### config.mk
export PLATFORM = sky130hd
export DESIGN_NAME = ha_serial_add_ctrl_flat
export DESIGN_NICKNAME = d
export VERILOG_FILES = /design/src/rtl/ha_serial_add_ctrl_if.sv /design/src/rtl/ha_serial_add_ctrl.sv /design/src/flat_wrapper.sv
export SDC_FILE = /design/constraint.sdc
export NUM_CORES = 1
export LEC_CHECK = 0
export CELL_PAD_IN_SITES_DETAIL_PLACEMENT = 0
export CELL_PAD_IN_SITES_GLOBAL_PLACEMENT = 1
export CORE_UTILIZATION = 42
export DETAILED_ROUTE_END_ITERATION = 6
export PLACE_DENSITY = 0.95
export SLEW_MARGIN = 10
export SYNTH_ARGS = -nofsm -noshare
export SYNTH_HDL_FRONTEND = slang
export SYNTH_SLANG_ARGS = --single-unit
### constraint.sdc
create_clock -name clk -period 2.3 [get_ports clk]
set_input_delay 0.46 -clock clk [delete_from_list [all_inputs] [get_ports clk]]
set_output_delay 0.46 -clock clk [all_outputs]
set_load 0.01 [all_outputs]
### src/rtl/ha_serial_add_ctrl_if.sv
// Handshake and operand/result bundle for the serial half-adder adder.
// master: start, abort, a, b, cin out; busy, done, sum, cout in.
// slave: the mirror image, used by ha_serial_add_ctrl.
interface ha_serial_add_ctrl_if #(
    parameter int WIDTH = 8
);
    logic             start;
    logic             abort;
    logic [WIDTH-1:0] a;
    logic [WIDTH-1:0] b;
    logic             cin;
    logic             busy;
    logic             done;
    logic [WIDTH-1:0] sum;
    logic             cout;

    modport master (
        output start, abort, a, b, cin,
        input  busy, done, sum, cout
    );

    modport slave (
        input  start, abort, a, b, cin,
        output busy, done, sum, cout
    );
endinterface

### src/rtl/ha_serial_add_ctrl.sv
// Serial LSB-first adder: one bit per clock through two half adders
// and a carry flop, with start/abort/busy/done control.
// Ports: clk, rst (sync, active high), bus (slave side of
// ha_serial_add_ctrl_if: start, abort, a, b, cin -> busy, done, sum, cout).
module ha_serial_add_ctrl #(
    parameter int WIDTH = 8
) (
    input logic                clk,
    input logic                rst,
    ha_serial_add_ctrl_if.slave bus
);
    localparam int CW = $clog2(WIDTH);

    typedef enum logic [1:0] {
        IDLE = 2'd0,
        RUN  = 2'd1,
        DONE = 2'd2
    } state_t;

    state_t           state;
    state_t           state_nx;
    logic [WIDTH-1:0] a_sr;
    logic [WIDTH-1:0] b_sr;
    logic [WIDTH-1:0] psum;
    logic [WIDTH-1:0] sum_q;
    logic             carry;
    logic             cout_q;
    logic [CW-1:0]    cnt;

    logic s1;
    logic c1;
    logic s;
    logic c2;
    logic last;
    logic accept;
    logic step;

    // Bit-level cell: two cascaded half adders.
    always_comb begin
        s1 = a_sr[0] ^ b_sr[0];
        c1 = a_sr[0] & b_sr[0];
        s  = s1 ^ carry;
        c2 = s1 & carry;
    end

    // abort beats start in IDLE; in RUN it freezes the datapath.
    assign last   = (cnt == CW'(WIDTH - 1));
    assign accept = (state == IDLE) && bus.start && !bus.abort;
    assign step   = (state == RUN) && !bus.abort;

    always_ff @(posedge clk) begin
        if (rst) begin
            state <= IDLE;
        end else begin
            state <= state_nx;
        end
    end

    always_comb begin
        state_nx = state;
        unique case (state)
            IDLE: begin
                if (accept) state_nx = RUN;
            end
            RUN: begin
                if (bus.abort)  state_nx = IDLE;
                else if (last)  state_nx = DONE;
            end
            DONE:    state_nx = IDLE;
            default: state_nx = IDLE;
        endcase
    end

    always_ff @(posedge clk) begin
        if (rst) begin
            a_sr   <= '0;
            b_sr   <= '0;
            psum   <= '0;
            carry  <= 1'b0;
            cnt    <= '0;
            sum_q  <= '0;
            cout_q <= 1'b0;
        end else if (accept) begin
            a_sr  <= bus.a;
            b_sr  <= bus.b;
            carry <= bus.cin;
            cnt   <= '0;
        end else if (step) begin
            a_sr  <= {1'b0, a_sr[WIDTH-1:1]};
            b_sr  <= {1'b0, b_sr[WIDTH-1:1]};
            psum  <= {s, psum[WIDTH-1:1]};
            carry <= c1 | c2;
            cnt   <= cnt + CW'(1);
            if (last) begin
                sum_q  <= {s, psum[WIDTH-1:1]};
                cout_q <= c1 | c2;
            end
        end
    end

    assign bus.busy = (state != IDLE);
    assign bus.done = (state == DONE);
    assign bus.sum  = sum_q;
    assign bus.cout = cout_q;
endmodule

### src/flat_wrapper.sv
// flat-port wrapper written by rule: the top's interface ports become plain ports
module ha_serial_add_ctrl_flat 
#(
    parameter int WIDTH = 8
)
  (clk, rst, bus_start, bus_abort, bus_a, bus_b, bus_cin, bus_busy, bus_done, bus_sum, bus_cout);
  ha_serial_add_ctrl_if #(.WIDTH(WIDTH)) bus_i ();
  input logic clk;
  input logic rst;
  input wire logic [$bits(bus_i.start)-1:0] bus_start;
  input wire logic [$bits(bus_i.abort)-1:0] bus_abort;
  input wire logic [$bits(bus_i.a)-1:0] bus_a;
  input wire logic [$bits(bus_i.b)-1:0] bus_b;
  input wire logic [$bits(bus_i.cin)-1:0] bus_cin;
  output wire logic [$bits(bus_i.busy)-1:0] bus_busy;
  output wire logic [$bits(bus_i.done)-1:0] bus_done;
  output wire logic [$bits(bus_i.sum)-1:0] bus_sum;
  output wire logic [$bits(bus_i.cout)-1:0] bus_cout;
  assign bus_i.start = bus_start;
  assign bus_i.abort = bus_abort;
  assign bus_i.a = bus_a;
  assign bus_i.b = bus_b;
  assign bus_i.cin = bus_cin;
  assign bus_busy = bus_i.busy;
  assign bus_done = bus_i.done;
  assign bus_sum = bus_i.sum;
  assign bus_cout = bus_i.cout;
  ha_serial_add_ctrl #(.WIDTH(WIDTH)) u_core (.clk(clk), .rst(rst), .bus(bus_i));
endmodule
==> flow_summary.toml <==
[power_and_ir_drop]
power.internal_mw = 1.023
p_sw_mw = 0.3571
swShare = 0.2588
p_leak_nw = 0.8438
p_comb_frac = 0.143
pwr-share-seq = 0.505
peakVddDrop_mv = 0.3256
power_mw = 1.380
p_per_area_nw_per_um2 = 589.1
clockPowerShare = 0.351

[sta]
timing.final.crit_share = 0.8059
max_freq_ghz = 0.5395
setup_violations = 0
worstMarginPinSlew_ns = 0.4395
setup_tns_ns = 0
rsz0062_at_grt = "no"
period_needed_ns = 1.854
drv_slew = 0
hold_viol = 0
hold_ws_ns = 0.4560
fin_skew_ns = 0.003313
relSlewSlack = 0.7053

[routing]
route.detailed.drc = 0
ant_nets = 0
via_per_inst = 5.300
wl_per_cell_um = 13.44
drt_wl_total_um = 4031
dr.pass1.iters = 4
vias = 1590
drt_iter0_drc = 113

[run]
max_cap_violations = 0

[critical_path]
worst-path-max-fanout = 3
crit_chain = "or2_2 -> clkdlybuf4s50_1"
worstPathRequired_ns = 1.84
end_kind = "primary output"
start_kind = "flip-flop"
slowest_delay_ns = 0.48
cp_slowest_cell = "clkdlybuf4s50_1"
crit_type = "flip-flop to primary output"
crit_arrival_ns = 1.39

[clock_network]
cts_made_buffers = 5
postCtsHoldBufs = 0
cts_setup_buffers = 0
h-tree-depth = 2
clock-sinks = 38
clockRootBuffer = "clkbuf_8"
clk_pin_slew_ns = 0.08
clkLatencyLatePin_ns = 0.30
ctsResizeCount = 0
tritoncts = "done"
clockBufferDepth = 2

[floorplan]
num_rows = 23
die-area_sq_um = 4737
start_util = 0.4526
die_h_um = 68.83
core-area_sq_um = 4144
boundaryPins = 32
die_w_um = 68.83

[layout]
nets = 273
insertedDiodeCount = 0
fin_util = 0.5652
drive_gt1_frac = 0.1760
layout_common_cells = "40 x nand2_1, 38 x dfxtp_1, 31 x clkdlybuf4s50_1"
nFillCells = 388
final_common_cell = "nand2_1"
areaGrowthSynthToFinish_pct = 24.88

[synthesis]
ys_warn_count = 0
syn_avg_cell_area_sq_um = 8.603
ys_seq_area_frac = 0.4056
ys_ff_latch = 38
yosysUniqueCellTypes = 33
syn_nets = 242
synthCells = 218
syn_area_sq_um = 1876

[placed_design]
dp.final_hpwl_um = 2777
io_buffers = 31
gp_congestion = 0.7735

[grt]
antenna_found_initial = 0
grt_max_degree = 35
grt_pass1_wl_um = 6934
overflow = 0
grt_pass1_vias = 1547
grt_usage = 0.2035

[worst_hold_path]
hp-class = "flip-flop to flip-flop"

[status]
run_status = "finished clean"
[stage by stage]
step / setup WS (ns) / std cells / instance area [sq um]
floorplan: 0.7931 / 218 / 1876
global placement: 0.3016 / 292 / 2247
detailed placement: 0.2370 / 292 / 2247
CTS: 0.4292 / 300 / 2342
global route: 0.3947 / 300 / 2342
finish: 0.4464 / 300 / 2342
[power groups by stage]
stage	sequential, mW	combinational, mW	clock, mW
floorplan	0.707	0.132	0
global placement	0.712	0.193	0
detailed placement	0.713	0.197	0
CTS	0.697	0.198	0.494
global route	0.701	0.219	0.535
finish	0.697	0.198	0.485
[registers in the layout, summed over array words and instances, names as in the netlist]
signal and count:
u_core.cnt 3, u_core.state 2, u_core.bus.sum 8, u_core.carry 1, u_core.b_sr 8, u_core.bus.cout 1, u_core.psum 7, u_core.a_sr 8
[cell families (layout without fill, tap and decap cells)]
logic type | count (synthesis) | in the layout | share of synthesized area
AOI/OAI and AO/OA | 52 | 52 | 0.2088
xor gates and xnor gates | 1 | 1 | 0.004671
adders and majority gates | 3 | 3 | 0.02401
buffers and inverters | 24 | 56 | 0.06537
DFF | 38 | 38 | 0.4056
muxes | 2 | 2 | 0.01067
and+or+nand+nor | 98 | 98 | 0.2809
[synth_stat cells]
cell type | count | area share
o21ai_0 | 3 | 0.0080
dfxtp_1 | 38 | 0.41
o32ai_1 | 2 | 0.0093
buf_2 | 8 | 0.021
a22o_1 | 1 | 0.0047
fa_1 | 1 | 0.011
or2_2 | 12 | 0.040
nor2_1 | 24 | 0.048
nor4bb_1 | 1 | 0.0053
buf_6 | 2 | 0.012
a31oi_1 | 2 | 0.0067
a221oi_1 | 3 | 0.014
nor4b_4 | 1 | 0.013
nor2_4 | 1 | 0.0060
buf_1 | 1 | 0.0020
o21a_1 | 1 | 0.0040
or3b_1 | 1 | 0.0047
inv_1 | 5 | 0.010
ha_1 | 2 | 0.013
a2111oi_0 | 1 | 0.0047
nand2_1 | 40 | 0.080
nor3b_2 | 1 | 0.0067
mux2i_1 | 2 | 0.011
nor3_1 | 3 | 0.0080
or4b_1 | 10 | 0.053
nand4bb_1 | 1 | 0.0060
xnor2_1 | 1 | 0.0047
a32o_1 | 2 | 0.011
a2111oi_2 | 9 | 0.072
a21oi_1 | 28 | 0.075
clkbuf_1 | 6 | 0.012
buf_4 | 2 | 0.0080
nor2b_1 | 3 | 0.010
[critical path, delay by kind of cell (launching register included)]
kind | cells | cell delay [ns]
buffers and inverters | 1 | 0.48
DFF | 1 | 0.32
and+or+nand+nor | 1 | 0.30
[worst paths after layout]
kind                          start           endpoint  slack (ns)  depth (start not counted)
setup reg to reg    u_core.state[0]     u_core.a_sr[6]        0.65                          4
hold reg to reg   u_core.bus.sum[0]  u_core.bus.sum[0]        0.46                          2
hold / removal    u_core.bus.sum[0]  u_core.bus.sum[0]        0.46                          2
setup / recovery    u_core.state[0]           bus_busy        0.45                          2
[layout make-up]
class                   count  area [sq um]  share of cell area
clock buffers               6         82.58             0.03526
clock inverters             2         12.51            0.005342
inverters                   5         18.77            0.008013
multi-input cells         156         992.2              0.4236
flip-flops and latches     38         760.7              0.3248
well taps                  50         62.56             0.02671
repair buffers             43         412.9              0.1763
[layer usage]
| metal | GRT usage | up-vias | share of wire |
|---|---|---|---|
| met5 | 0 | - | 0 |
| met1 | 0.2404 | 730 | 0.46 |
| met2 | 0.3358 | 27 | 0.48 |
| met4 | 0.09949 | 0 | 0.026 |
| met3 | 0.05921 | 8 | 0.034 |
| li1 | - | 825 | - |
(Power assumes the default switching activity.)
